### src/rtl/sin_gen_pkg.sv
// Shared types and defaults for the sine phase sequencer.
// The run FSM states and the status counter width live here.
package sin_gen_pkg;

    localparam int DW_DEF = 16;
    localparam int ERR_W  = 8;

    typedef enum logic [1:0] {
        IDLE,
        ISSUE,
        DRAIN,
        FINISH
    } state_t;

    function automatic logic [ERR_W-1:0] sat_inc(
        input logic [ERR_W-1:0] v
    );
        return (&v) ? v : v + 1'b1;
    endfunction

endpackage

### src/rtl/sin_phase_acc.sv
// Phase accumulator: loads a start phase and advances by a step.
// The addition wraps silently at DW bits.
module sin_phase_acc #(
    parameter int DW = 16
) (
    input  logic          clk,
    input  logic          rst,
    input  logic          load,
    input  logic          advance,
    input  logic [DW-1:0] init,
    input  logic [DW-1:0] step,
    output logic [DW-1:0] phase
);

    always_ff @(posedge clk or posedge rst) begin
        if (rst) begin
            phase <= '0;
        end else if (load) begin
            phase <= init;
        end else if (advance) begin
            phase <= phase + step;
        end
    end

endmodule

### src/rtl/sin_seq_ctrl.sv
// Run sequencer: issues phase words to a sine generator, tracks
// outstanding words, forwards returned samples and reports status.
module sin_seq_ctrl
    import sin_gen_pkg::*;
#(
    parameter int DW      = DW_DEF,
    parameter int MAX_OUT = 4,
    parameter int TIMEOUT = 255
) (
    input  logic             CLK,
    input  logic             RESET,
    input  logic             START,
    input  logic             STOP,
    input  logic [DW-1:0]    FTW,
    input  logic [DW-1:0]    PHASE_INIT,
    input  logic [15:0]      NUM_SAMPLES,
    output logic             ASO_VALID,
    output logic [DW-1:0]    ASO_DATA,
    input  logic             ASO_READY,
    input  logic             ASI_VALID,
    input  logic [DW-1:0]    ASI_DATA,
    input  logic             ASI_ERROR,
    output logic             OUT_VALID,
    output logic [DW-1:0]    OUT_DATA,
    output logic             BUSY,
    output logic             DONE,
    output logic             TIMEOUT_FLAG,
    output logic [ERR_W-1:0] ERR_CNT
);

    localparam int OW = 4;
    localparam int TW = $clog2(TIMEOUT + 1);

    state_t        state;
    state_t        state_n;
    logic [DW-1:0] ftw_q;
    logic [15:0]   num_q;
    logic [15:0]   num_eff;
    logic [15:0]   issued;
    logic [15:0]   issued_n;
    logic [OW-1:0] outst;
    logic [OW-1:0] outst_n;
    logic [TW-1:0] idle_cnt;
    logic [TW-1:0] idle_inc;
    logic          xfer;
    logic          acc;
    logic          start_ok;
    logic          tmo;
    logic          valid_n;

    sin_phase_acc #(
        .DW(DW)
    ) u_acc (
        .clk    (CLK),
        .rst    (RESET),
        .load   (start_ok),
        .advance(xfer),
        .init   (PHASE_INIT),
        .step   (ftw_q),
        .phase  (ASO_DATA)
    );

    always_comb begin
        xfer     = ASO_VALID & ASO_READY;
        // returns with nothing in flight are stray and get dropped
        acc      = ASI_VALID & (outst != '0);
        start_ok = (state == IDLE) & START;
        num_eff  = start_ok ? NUM_SAMPLES : num_q;
        issued_n = start_ok ? 16'd0 : issued + {15'd0, xfer};
        idle_inc = idle_cnt + 1'b1;

        unique case ({xfer, acc})
            2'b10:   outst_n = outst + 1'b1;
            2'b01:   outst_n = outst - 1'b1;
            default: outst_n = outst;
        endcase

        tmo = (state == DRAIN) && (outst != '0) && !acc
              && (idle_inc == TW'(TIMEOUT));

        state_n = state;
        unique case (state)
            IDLE: begin
                if (START) begin
                    state_n = (NUM_SAMPLES == 16'd0) ? FINISH : ISSUE;
                end
            end
            ISSUE: begin
                if (STOP || issued_n == num_q) begin
                    state_n = DRAIN;
                end
            end
            DRAIN: begin
                if (outst == '0 || tmo) begin
                    state_n = FINISH;
                end
            end
            FINISH: state_n = IDLE;
            default: state_n = IDLE;
        endcase

        // only a transfer can reduce the issue credit, so valid never
        // falls while a word is waiting unless STOP moved us out of ISSUE
        valid_n = (state_n == ISSUE) && (issued_n < num_eff)
                  && (outst_n < OW'(MAX_OUT));
    end

    always_ff @(posedge CLK or posedge RESET) begin
        if (RESET) begin
            state        <= IDLE;
            ftw_q        <= '0;
            num_q        <= '0;
            issued       <= '0;
            outst        <= '0;
            idle_cnt     <= '0;
            ASO_VALID    <= 1'b0;
            OUT_VALID    <= 1'b0;
            OUT_DATA     <= '0;
            BUSY         <= 1'b0;
            DONE         <= 1'b0;
            TIMEOUT_FLAG <= 1'b0;
            ERR_CNT      <= '0;
        end else begin
            state     <= state_n;
            BUSY      <= (state_n != IDLE);
            DONE      <= (state == FINISH);
            ASO_VALID <= valid_n;
            issued    <= issued_n;
            outst     <= tmo ? '0 : outst_n;
            OUT_VALID <= acc;

            if (acc) begin
                OUT_DATA <= ASI_DATA;
            end

            if (state == DRAIN && !acc && !tmo) begin
                idle_cnt <= idle_inc;
            end else begin
                idle_cnt <= '0;
            end

            if (start_ok) begin
                ftw_q        <= FTW;
                num_q        <= NUM_SAMPLES;
                ERR_CNT      <= '0;
                TIMEOUT_FLAG <= 1'b0;
            end else begin
                if (acc && ASI_ERROR) begin
                    ERR_CNT <= sat_inc(ERR_CNT);
                end
                if (tmo) begin
                    TIMEOUT_FLAG <= 1'b1;
                end
            end
        end
    end

endmodule

### config.mk
export PLATFORM = sky130hd
export DESIGN_NAME = sin_seq_ctrl
export DESIGN_NICKNAME = d
export VERILOG_FILES = /design/src/rtl/sin_gen_pkg.sv /design/src/rtl/sin_phase_acc.sv /design/src/rtl/sin_seq_ctrl.sv
export SDC_FILE = /design/constraint.sdc
export NUM_CORES = 1
export LEC_CHECK = 0
export CAP_MARGIN = 40
export CORE_UTILIZATION = 35
export CTS_BUF_LIST = sky130_fd_sc_hd__clkbuf_8 sky130_fd_sc_hd__clkbuf_16
export DETAILED_ROUTE_END_ITERATION = 8
export PLACE_DENSITY = 0.69
export SLEW_MARGIN = 20
export SYNTH_ARGS = -nofsm -noshare
export SYNTH_HDL_FRONTEND = slang
export SYNTH_SLANG_ARGS = --single-unit
### constraint.sdc
create_clock -name CLK -period 5.6 [get_ports CLK]
set_clock_uncertainty 0.1 [all_clocks]
set_input_delay 0.84 -clock CLK [delete_from_list [all_inputs] [get_ports CLK]]
set_output_delay 0.84 -clock CLK [all_outputs]
set_load 0.02 [all_outputs]
* Yosys cells after proc, flatten, opt, wreduce, memory -nomap -nowiden *
Cells that the tools add are included.

word-level totals
  flip-flop bits (word level) = 107
  bits of input ports = 71
  output and inout bits = 45
  logic and storage cells = 73

cells by class
  add/subtract/negate cells = 6
  magnitude comparators = 2
  equality and inequality tests = 9
  mux-type cells = 17
  bitwise logic cells = 3
  reduce and logical (&&, ||, !) cells = 22

operator list
  cell                 count
  $mux 16              4
  $mux 8               4
  $add 16x1->16        1
  $add 16x16->16       1
  $add 8x1->8 const B  2
  $eq 16x16->1         1
  $logic_not 16->1     1
  $lt 16x16->1         1
  $eq 8x8->1 const B   1
  $logic_and 1x1->1    8
  $mux 2               4
  $pmux 2 s4           1
  $pmux 4 s2           1
  $reduce_and 8->1     1
  $reduce_bool 2->1    4
  $eq 2x1->1 const B   3
  $eq 2x2->1 const B   3
  $add 4x1->4 const B  1
  $logic_not 4->1      1
  $lt 4x3->1 const B   1
  $mux 4               1
  $reduce_bool 4->1    1
  $sub 4x1->4 const B  1
  $and 1x1->1          3
  other kinds (6)      9

* Depth between registers and ports, before layout *
  word-level depth = 11
  mapped depth = 15
  mapped depth without buffers = 14

* Modules after synthesis *
From an unflattened synthesis, not the netlist that was laid out.

unflattened totals
  cells, all modules = 687
  area, all modules = 6,288.5 sq um

modules (own cells, without submodules)
  module         times used  cells each  area each (sq um)  seq. area each (sq um)
  sin_seq_ctrl   1           528         4,867.2            2,277.2
  sin_phase_acc  1           159         1,421.4            400.4

* Worst setup path before layout *
OpenSTA, ideal clock, no wires.

  path type = input to register
  from = input ASO_READY
  to = register ASO_VALID
  library setup time = 0.077 ns
  arrival time = 3.335 ns
  data required time = 5.423 ns
  path slack = 2.088 ns
  stages = 14
  path buffers = 1
  cell sequence = and2_1 clkbuf_1 ha_1 ha_1 inv_1 nor4_1 nand2_1 mux2i_1 ha_1 nor2b_1 o21ai_0 nor4bb_1 nand4_1 a21oi_1

between the ends
  word-level cells in the longest chain between the ends = 10
  elaborated cells on any way between the ends = 15
  those cells by class = add/sub (1); order compare (2); eq/ne (4); mux (4); bitwise (1); reduce/logical (3)

ends and longest elaborated chain
  element               line                 RTL
  from (decl)           sin_seq_ctrl.sv:19   input logic ASO_READY,
  $and 1x1->1 *         sin_seq_ctrl.sv:64   xfer = ASO_VALID & ASO_READY;
  $add 16x1->16 *       sin_seq_ctrl.sv:69   issued_n = start_ok ? 16'd0 : issued + {15'd0, xfer};
  $mux 16 *             sin_seq_ctrl.sv:69
  via issued_n[14]      sin_seq_ctrl.sv:40   logic [15:0] issued_n;
  $eq 16x16->1          sin_seq_ctrl.sv:89   if (STOP || issued_n == num_q) begin
  $logic_or 1x1->1      sin_seq_ctrl.sv:89
  $mux 2                sin_seq_ctrl.sv:89
  $pmux 2 s4            sin_seq_ctrl.sv:82   unique case (state)
  $eq 2x1->1            sin_seq_ctrl.sv:104  valid_n = (state_n == ISSUE) && (issued_n < num_eff)
  $logic_and 1x1->1 *   sin_seq_ctrl.sv:104
  $logic_and 1x1->1 *   sin_seq_ctrl.sv:105  && (outst_n < OW'(MAX_OUT));
  via valid_n           sin_seq_ctrl.sv:49   logic valid_n;
  to (signal assigned)  sin_seq_ctrl.sv:127  ASO_VALID <= valid_n;
  to (decl)             sin_seq_ctrl.sv:17   output logic ASO_VALID,

Mark *: on every way through the listed nets, which the timed path passes. The rest lies on a longest branch.
A chain may end at the register's enable or synchronous reset.

* Final worst setup path *
Ends and elaborated chain as after synthesis.

==> flow_summary.ini <==
[drt]
antenna_left = 0
wire_per_inst_um = 14.8
drt-pass1-iter-count = 5
num_vias = 5232
vias_per_cell = 5.08
wl_um = 15200
drt_iter0_markers = 358
post-route-drc-count = 0

[clocking]
root_buffer = clkbuf_16
postCtsResizedCells = 0
cts_setup_buffers = 0
cts-htree-levels = 3
cts.reportedPaths.clkPinSlew_ns = 0.07
cts_tree = built
clock_latency_ns = 0.35
cts-buffers-inserted = 9
cts_hold_buf = 0
clkSinkCount = 107
cts_buffer_depth = 2

[global_route]
top_usage_layer = met2
grt_usage_pct = 17.7
grt_util_met2_pct = 28.4
grt_max_degree = 67
use_met1_pct = 24.1
grt_pass1_wl_um = 25400
antenna_found_initial = 0
grt_remaining_overflow = 0
grt_pass1_vias = 5024
grtUsageMet3_pct = 3.19

[status]
status = finished, final reports clean

[worst_setup_path]
crit_end = ASO_VALID$_DFF_PP0_
reg2reg_depth = 12
cp_cell_sequence = clkdlybuf4s50_1, and2_1, ha_1, ha_1, inv_1, nor4_1, nand2_1, mux2i_1, ha_1, nor2b_1, o21ai_0, nor4bb_1, nand4_1, a21oi_1
path_delay_family = simple AND/OR/NAND/NOR gates
r2r_end = ASO_VALID$_DFF_PP0_
endpoint_kind = register
cpMaxStageDelayCell = clkdlybuf4s50_1
startpoint_type = primary input
path_depth = 14
worst-path-buf-inv = 2
cpPeakStageDelay_ns = 0.44
criticalPathCategory = in2reg
critPathLaunch = ASO_READY
required_ns = 5.78
r2r_setup_slack_ns = 1.99
path_common_cell = ha_1
worstPathArrival_ns = 4.17
r2r_start = outst[0]$_DFFE_PP0P_
crit_path_max_fanout = 11

[final_layout]
drive_above_1_share_pct = 3.85
final_cell_mix = nand2_1 (141), clkdlybuf4s50_1 (115), dfrtp_1 (107)
nFillCells = 1660
final_nets = 912
antennaDiodeCount = 0
layout.cells.most_common = nand2_1
final_util_pct = 45.7
area_growth_pct = 27.9

[floorplanning]
dieArea_um2 = 18100
die_w_um = 135
row_count = 48
die_h_um = 135
io_pins = 116
coreArea_um2 = 17200
start_util_pct = 35.8

[flow_run]
drv_cap = 0

[timing]
slew_violations = 0
fin_crit_sh_pct = 71.2
tightestPinTransition_ns = 0.723
hold_slack_ns = 0.378
setup_viol = 0
fmax_mhz = 251
slew-limit-headroom_pct = 51.2
fin_crit_ns = 3.99
rsz0062_at_grt = false
finalSetupTns_ns = 0
report.final.hold_viol_count = 0

[synthesis]
synth_fa_ha_area_share_pct = 8.57
ys_ff_latch = 107
ys_seq_area_share_pct = 43.4
syn_inst = 688
syn_nets = 800
synthDistinctLibCells = 59
ys.flop_type = dfrtp_1
synth_xor_area_share_pct = 4.91
synth-edff-count = 0
synth_simple_gate_area_share_pct = 24.7
synthMuxAreaShare_pct = 3.13
synth_top_family_by_area = simple AND/OR/NAND/NOR gates
yosysWarnings = 0
synthesis.area_um2 = 6160
avgSynthCellArea_um2 = 8.96
synth_compound_area_share_pct = 11.4
async_reset_ff_share_pct = 100

[placed_design]
io_buffers = 115
dp_hpwl_um = 11100
gp_congestion = 0.823

[power]
ir_worst_vdd_v = 0.000252
power_leakage_nw = 3.63
p_per_area_nw_per_um2 = 484

[min_path]
min_path_type = reg2reg
## power breakdown
group | leakage (nW) | internal, mW | switching [mW]
sequential | 1.36 | 1.05 | 0.226
combinational | 2.11 | 0.845 | 1.05
clock | 0.155 | 0.357 | 0.295
total | 3.63 | 2.25 | 1.57
## cells by family after synthesis
kind of cell             Yosys count
adder cells (fa/ha/maj)           41
AND/OR/NAND/NOR                  321
XOR/XNOR                          33
flip-flops                       107
multiplexers                      19
buffers and inverters             57
AO/OA/AOI/OAI                    110
## worst min-delay path by stage
stage                            start                 endpoint  cells past startpoint
3_3_place_gp   OUT_DATA[1]$_DFFE_PP0P_  OUT_DATA[1]$_DFFE_PP0P_                      2
5_1_grt        OUT_DATA[8]$_DFFE_PP0P_  OUT_DATA[8]$_DFFE_PP0P_                      2
2_1_floorplan     ftw_q[0]$_DFFE_PP0N_     ftw_q[0]$_DFFE_PP0N_                      2
6_report       OUT_DATA[9]$_DFFE_PP0P_  OUT_DATA[9]$_DFFE_PP0P_                      2
3_5_place_dp   OUT_DATA[9]$_DFFE_PP0P_  OUT_DATA[9]$_DFFE_PP0P_                      2
4_1_cts        OUT_DATA[4]$_DFFE_PP0P_  OUT_DATA[4]$_DFFE_PP0P_                      2
## cell type report
type                            count  area (um2)  share of cell area (%)
Clock inverter                      6        56.3                   0.714
Sequential cell                   107        2680                    34.0
Clock buffer                       10         239                    3.03
Inverter                           35         134                    1.70
Timing Repair Buffer              123        1240                    15.7
Tap cell                          225         282                    3.57
Multi-Input combinational cell    524        3250                    41.3
## sequential cells by signal (all words and copies together), names as in the netlist
register      count
BUSY              1
num_q            16
OUT_VALID         1
outst             4
issued           16
TIMEOUT_FLAG      1
ftw_q            16
state             2
idle_cnt          8
ERR_CNT           8
ASO_VALID         1
OUT_DATA         16
DONE              1
u_acc.phase      16
## metal layers
metal	wire length [um]	vias to the layer above
li1	-	2632
met1	7190	2455
met2	7030	128
met3	764	17
met4	242	0
met5	0	-
## cell usage after synthesis, drive strengths merged (7+ instances only)
cell,number,area [um2]
ha,39,488
clkbuf,16,61.3
and3,8,55.1
o21ai,27,139
xnor2,15,131
inv,34,128
a21o,8,60.1
nor2,55,206
nand2,141,529
nand4,12,75.1
nor4,14,87.6
xor2,17,149
nand3,21,105
a31oi,7,43.8
a21oi,33,165
dfrtp,107,2680
nor2b,9,56.3
mux2i,17,170
nor3,21,105
## worst register-to-register path: stages, from the launching register on
cell      delay [ns]
dfrtp_1         0.43
or4_1           0.61
nand2_1         0.57
clkinv_1        0.22
ha_1            0.31
ha_1            0.29
a21o_1          0.17
a21oi_1         0.16
xnor2_1         0.14
nor2_1          0.07
xnor2_1         0.21
nand4_1         0.12
a21oi_1         0.13
## metrics by stage
stage                     cell area (um2)  power [mW]  cells  setup WS [ns]
after floorplan                      6160        2.54    688           1.84
after CTS                            7870        3.84   1029           1.63
after detailed placement             7570        3.17   1013           1.25
final                                7880        3.81   1030           1.61
after global placement               7540        3.15   1012           1.37
after global routing                 7880        4.14   1030           1.37
(Power assumes the default switching activity.)
